### src/rtl/bias_array.sv
// bias_array: adds a loaded per-column bias to systolic output data over N_COLS columns, counting rows per tile.
// Define BIAS_SAT_EN for saturating sums; otherwise the sum wraps in two's complement.
module bias_array #(
  parameter int N_COLS = 2,
  parameter int DATA_W = 16,
  parameter int ROW_W  = 8
) (
  input  logic                       clk,
  input  logic                       rst,
  input  logic                       bias_load_valid_in,
  output logic                       bias_load_ready_out,
  input  logic [N_COLS*DATA_W-1:0]   bias_scalar_in,
  input  logic [ROW_W-1:0]           bias_num_rows_in,
  input  logic [N_COLS*DATA_W-1:0]   bias_sys_data_in,
  input  logic [N_COLS-1:0]          bias_sys_valid_in,
  output logic [N_COLS*DATA_W-1:0]   bias_z_data_out,
  output logic [N_COLS-1:0]          bias_Z_valid_out,
  output logic                       bias_busy_out,
  output logic                       bias_done_out,
  output logic                       bias_overrun_out
);
  typedef enum logic [1:0] {IDLE, RUN, DONE} state_t;
  state_t state, state_nx;
  logic [DATA_W-1:0] bias_q [N_COLS];
  logic [DATA_W-1:0] z_q [N_COLS];
  logic [DATA_W-1:0] sum [N_COLS];
  logic [ROW_W-1:0]  row_cnt [N_COLS];
  logic [ROW_W-1:0]  num_rows;
  logic [N_COLS-1:0] accept, col_done;
  logic              load;
  assign load = bias_load_valid_in && bias_load_ready_out;
  for (genvar c = 0; c < N_COLS; c++) begin : g_col
`ifdef BIAS_SAT_EN
    logic signed [DATA_W:0] s;
    assign s = $signed(bias_sys_data_in[c*DATA_W +: DATA_W]) + $signed(bias_q[c]);
    // Overflow shows as disagreement between the extension bit and the result sign.
    assign sum[c] = (s[DATA_W] != s[DATA_W-1]) ? {s[DATA_W], {(DATA_W-1){~s[DATA_W]}}} : s[DATA_W-1:0];
`else
    assign sum[c] = bias_sys_data_in[c*DATA_W +: DATA_W] + bias_q[c];
`endif
    assign accept[c] = (state == RUN) && bias_sys_valid_in[c] && (row_cnt[c] < num_rows);
    assign col_done[c] = (row_cnt[c] + ROW_W'(accept[c])) == num_rows;
    assign bias_z_data_out[c*DATA_W +: DATA_W] = z_q[c];
  end
  always_comb begin
    state_nx = state;
    case (state)
      IDLE:    state_nx = load ? ((bias_num_rows_in == '0) ? DONE : RUN) : IDLE;
      RUN:     state_nx = (&col_done) ? DONE : RUN;
      default: state_nx = IDLE;
    endcase
  end
  assign bias_load_ready_out = rst && (state == IDLE);
  assign bias_busy_out       = state != IDLE;
  assign bias_done_out       = state == DONE;
  always_ff @(posedge clk or negedge rst) begin
    if (!rst) begin
      state            <= IDLE;
      num_rows         <= '0;
      bias_Z_valid_out <= '0;
      bias_overrun_out <= 1'b0;
      for (int i = 0; i < N_COLS; i++) begin
        bias_q[i]  <= '0;
        row_cnt[i] <= '0;
        z_q[i]     <= '0;
      end
    end else begin
      state            <= state_nx;
      bias_Z_valid_out <= accept;
      bias_overrun_out <= bias_overrun_out | (|(bias_sys_valid_in & ~accept));
      if (load) num_rows <= bias_num_rows_in;
      for (int i = 0; i < N_COLS; i++) begin
        if (load) begin
          bias_q[i]  <= bias_scalar_in[i*DATA_W +: DATA_W];
          row_cnt[i] <= '0;
        end else if (accept[i]) begin
          row_cnt[i] <= row_cnt[i] + 1'b1;
        end
        if (accept[i]) z_q[i] <= sum[i];
      end
    end
  end
endmodule
### config.mk
export PLATFORM = sky130hd
export DESIGN_NAME = bias_array
export DESIGN_NICKNAME = d
export VERILOG_FILES = /design/src/rtl/bias_array.sv
export SDC_FILE = /design/constraint.sdc
export NUM_CORES = 1
export LEC_CHECK = 0
export CORE_MARGIN = 1
export CORE_UTILIZATION = 52
export CTS_CLUSTER_SIZE = 25
export DETAILED_ROUTE_END_ITERATION = 10
export DONT_BUFFER_PORTS = 1
export PLACE_DENSITY = 0.8
export SETUP_SLACK_MARGIN = 0.15
export SYNTH_ARGS = -nofsm -noshare
export SYNTH_HDL_FRONTEND = slang
export SYNTH_SLANG_ARGS = --single-unit
export TNS_END_PERCENT = 100
### constraint.sdc
create_clock -name clk -period 3.5 [get_ports clk]
set_clock_uncertainty 0.05 [all_clocks]
set_input_delay 0.35 -clock clk [delete_from_list [all_inputs] [get_ports clk]]
set_output_delay 0.35 -clock clk [all_outputs]
set_load 0.01 [all_outputs]
# Word level (Yosys, flattened, before mapping)
# Index checks and enable logic that the tools add are counted.
[word_totals]
reg_bits = 93
in_bits = 77
elab_cells = 46
[classes]
add_sub_neg = 6
order_cmp = 2
eq_ne = 4
muxes = 8
n_bitwise = 3
reduce_logical = 13
[op_table]
columns = ["operator", "n"]
rows = [
  ["adder 16 bit", 2],
  ["two-way mux 8 bit", 4],
  ["adder 8 x 1 -> 8 bit", 2],
  ["adder 8 x 1 -> 8 bit (second input constant)", 2],
  ["== test 8 bit", 2],
  ["less-than comparator 8 bit", 2],
  ["logical NOT 8 bit", 1],
  ["logical AND 1 bit", 6],
  ["two-way mux 2 bit", 3],
  ["nonzero test 2 bit", 3],
  ["case mux 2 bit (2 select lines)", 1],
  ["AND 2 bit", 1],
  ["== test 2 x 1 -> 1 bit (second input constant)", 1],
  ["== test 2 bit (second input constant)", 1],
  ["logical NOT 2 bit", 1],
  ["NOT 2 bit", 1],
  ["AND reduction 2 bit", 1],
  ["OR reduction 2 bit", 1],
  ["bitwise OR 1 bit", 1],
]

# Longest topological paths before layout
[depth]
depth_word = 8
depth_mapped = 17
depth_no_buf = 16

# Worst setup path before layout
# Ideal clock, no wire load.
[synth_path]
kind = "register -> register"
start = "register row_cnt[13] (netlist name)"
end = "register state[0]"
setup_ns = 0.130
arrival_ns = 3.515
required_time_ns = 3.320
setup_slack_ns = -0.195
path_stages_with_launch = 16
path_buffers = 1
period_less_slack_ns = 3.695
cell_sequence = "dfrtp_1 -> ha_1 -> a21o_1 -> a221o_1 -> o21ai_2 -> nand2_2 -> clkbuf_1 -> inv_1 -> ha_1 -> ha_1 -> xor2_2 -> or3_1 -> a222oi_1 -> o211ai_1 -> nor4_2 -> o21ai_0"
[synth_via]
elab_chain_len = 7
[synth_lines]
columns = ["item", "line", "text"]
rows = [
  ["from (decl)", "27", "logic [ROW_W-1:0] row_cnt [N_COLS];"],
  ["from (signal, indexed assignment)", "77", "row_cnt[i] <= row_cnt[i] + 1'b1;"],
  ["less-than comparator 8 bit", "41", "assign accept[c] = (state == RUN) && bias_sys_valid_in[c] && (row_cnt[c] < num_rows);"],
  ["logical AND 1 bit", "41", ""],
  ["net accept[0]", "29", "logic [N_COLS-1:0] accept, col_done;"],
  ["adder 8 x 1 -> 8 bit", "42", "assign col_done[c] = (row_cnt[c] + ROW_W'(accept[c])) == num_rows;"],
  ["== test 8 bit", "42", ""],
  ["AND reduction 2 bit", "49", "RUN: state_nx = (&col_done) ? DONE : RUN;"],
  ["two-way mux 2 bit", "49", ""],
  ["case mux 2 bit (2 select lines)", "47", "case (state)"],
  ["net state_nx[0]", "23", "state_t state, state_nx;"],
  ["to (signal assigned)", "68", "state <= state_nx;"],
  ["to (decl)", "23", ""],
]
# The timed path passes the listed nets, and every way through them passes these cells.
# A chain may end at the register's enable or synchronous reset.

# Worst setup path in the final report
# Same ends and word-level chain as after synthesis.

==> impl_results.md <==
* Core ar. at 10890 sq um
* CP Max Fanout at 2
* # nets final at 807
* Vias in the first global route at 4884
* Number of vias per cell at 6.072
* All-layer global routing usage at 25.94%
* Initial core utilization at 53.48%
* # clock sinks at 93
* CTS clk-pin slew, worst paths at 0.09 ns
* Tmin final at 3.382 ns
* Final setup fails at 0
* Pwr dens at 422.0 nW/um^2
* CP Class: reg2reg
* Worst EP required at 3.71 ns
* Worst Tran Pin Value at 1.156 ns
* Count of pins over their slew limit at 0
* Post-synthesis cell type count at 60
* Setup TNS at 0 ns
* Vias at 4997
* DRC at 0
* Initial DRC Count at 299
* TritonRoute pass-1 iters at 4
* Most frequent CP cell: ha_4
* Highest clock rate at 0.2957 GHz
* Total power at 2.781 mW
* Crit. End Element: register
* Worst skew pair latency at 0.39 ns
* Die Wd at 107.8 um
* TritonCTS clock tree: done
* Largest net degree at the start of global routing at 94
* Leakage dissipation at 3.190 nW
* DR WL/cell at 17.74 um
* #FFs+latches synth at 93
* Area Overhead vs Synth at 13.17%
* I/O Pins at 115
* Height of the die at 107.8 um
* Port-buffer cells at 0
* Initial antenna violation count at 0
* Hold WC Path Type: in2reg
* Max cap viols at 0
* Ys flop type: dfrtp_1
* Post-synth top area share at 39.97%
* Fraction of layout cells with a size suffix above 1 at 13.47%
* DP Wirelength at 10.00 mm
* Post-Place Setup Slack at 0.04051 ns
* N_diodes at 0
* FILL cells at 902
* GR Overflow Total at 0
* Hold Vio Cnt, Final at 0
* First-pass GRT wire length at 23.14 mm
* Arr. time, crit path at 3.59 ns
* Post-synthesis sequential area ratio at 39.97%
* VDD IR max at 0.0002560 V
* EDFF count, synth at 0
* Slew HR at 22.95%
* H-tree levels at 3
* Die area at 11630 sq um
* PnR worst setup slack at 0.1179 ns
* Root buffer cell: clkbuf_8
* Num rows at 38
* CP max stage cell: dfrtp_1
* Drt total wl at 14.60 mm
* Avg Cell Area, Syn at 8.904 sq um
* Gpl congestion at 0.9084
* Syn. warnings at 0
* Post-synthesis cell area at 5823 sq um
* Synth Instances at 654
* Routed Antenna Nets at 0
* Worst path bufs/invs at 1
* RSZ-0062 raised after global routing: true
* Top delay family on crit path: compound AO/OA/AOI/OAI gates
* Crit path cell chain: ha_4 -> a21o_1 -> a221o_1 -> o21ai_2 -> nand2_2 -> inv_4 -> ha_4 -> ha_4 -> xor2_2 -> or3_1 -> a222oi_1 -> o211ai_1 -> nor4_2 -> o21ai_1
* Synth top area cells: dfrtp_1, ha_1, nand2_1
* Status: finished clean
* CTS Buf Count at 9
* Synthesized Nets at 783
* Startpoint class of the critical path: register
* Tcrit/Tclk final at 96.63%
* Area leader, netlist: dfrtp_1
* Critical Path Max Stage Delay at 0.43 ns
* Synth async-reset ratio at 100.0%
* Clock buffer depth at 2
[worst reg2reg max path: cells and delay by family, from the launching register on]
kind	cells	cell delay, ns
adders and majority gates	3	0.52
buffers and inverters	1	0.07
DFF	1	0.43
xor gates and xnor gates	1	0.06
and+or+nand+nor	3	0.68
AOI/OAI and AO/OA	6	1.45
[metal layers]
layer	GRT usage, %	up-vias	wire length, um
met5	0	-	0
met1	30.83	2380	5834
met4	13.41	0	522
met3	5.993	52	992
met2	43.64	202	7250
li1	-	2363	-
[cells by family (layout without fill, tap and decap cells)]
group / Yosys count / count (layout) / share of synthesized area [%]
and+or+nand+nor: 255 / 255 / 20.11
AOI/OAI and AO/OA: 156 / 156 / 17.02
DFF: 93 / 93 / 39.97
adders and majority gates: 52 / 52 / 11.43
buffers and inverters: 47 / 76 / 3.202
xor gates and xnor gates: 37 / 37 / 5.694
muxes: 14 / 14 / 2.579
[cells in the final DEF (no fill, tap or decap), types with 12 or more instances in the layout]
cell / count
dfrtp_1: 92
nand2_1: 145
ha_1: 41
inv_1: 14
nor2_1: 25
nand3_1: 19
xor2_1: 12
a21o_1: 20
o21ai_0: 54
buf_4: 38
xnor2_1: 24
a21oi_1: 29
clkbuf_8: 12
[synth_stat cells, types with 3 or more instances]
cell / instances
nand2_1: 145
dfrtp_1: 93
o21ai_0: 55
ha_1: 50
a21oi_1: 30
nor2_1: 25
xnor2_1: 24
clkbuf_1: 22
a21o_1: 20
inv_1: 19
nand3_1: 19
xor2_1: 12
and3_1: 11
or3_1: 9
mux2_2: 8
nand4_1: 8
nor3_1: 8
o21a_1: 8
nand2b_1: 7
o31ai_1: 7
mux2i_1: 6
a211oi_1: 5
nor2b_1: 4
o211ai_1: 4
a221o_1: 3
a221oi_1: 3
and2_1: 3
nor4_1: 3
o311ai_0: 3
[timing repair]
action,CTS,global route
setup buffers,13,10
endpoints found under the hold margin,93,0
hold buffers,2,0
gates resized for setup,17,3
pin swaps,14,14
setup endpoints to repair,2,2
[worst paths after layout]
kind,cells after the start,from,slack [ns],to
max in group asynchronous,2,rst,2.52,bias_z_data_out[21]$_DFFE_PN0P_
setup reg to reg,14,row_cnt[13]$_DFFE_PN0P_,0.12,state[0]$_DFF_PN0_
hold reg to reg,2,bias_q[9]$_DFFE_PN0P_,0.43,bias_q[9]$_DFFE_PN0P_
setup / recovery,14,row_cnt[13]$_DFFE_PN0P_,0.12,state[0]$_DFF_PN0_
hold / removal,2,bias_scalar_in[11],0.01,bias_q[27]$_DFFE_PN0P_
min in group asynchronous,2,rst,0.48,state[1]$_DFF_PN0_
[area by class of cell]
class | count | area (sq um) | share of cell area, %
clock inverter | 3 | 42.54 | 0.6455
timing repair buffer | 40 | 322.8 | 4.898
clock buffer | 13 | 168.9 | 2.563
multi-input combinational | 514 | 3475 | 52.72
tap | 140 | 175.2 | 2.658
sequential | 93 | 2328 | 35.33
inverter | 20 | 77.57 | 1.177
[where the power goes]
group          switching [mW]  internal, mW
registers               0.119          1.18
clock network           0.387         0.388
logic                   0.386         0.325
total                   0.892          1.89
[registers in the layout, indices dropped and copies added, names as in the netlist]
name,cells
bias_z_data_out,32
bias_overrun_out,1
num_rows,8
bias_q,32
state,2
bias_Z_valid_out,2
row_cnt,16
[stage by stage]
step	std cells	hold slack, ns	utilization [%]	cell area, sq um
6_report	823	0.01490	60.53	6590
5_1_grt	823	0.01662	60.53	6590
4_1_cts	813	0.001872	59.61	6490
3_5_place_dp	782	0.009771	55.49	6042
3_3_place_gp	782	0.008510	55.49	6042
2_1_floorplan	654	0.004409	-	5861
(Power assumes the default switching activity.)
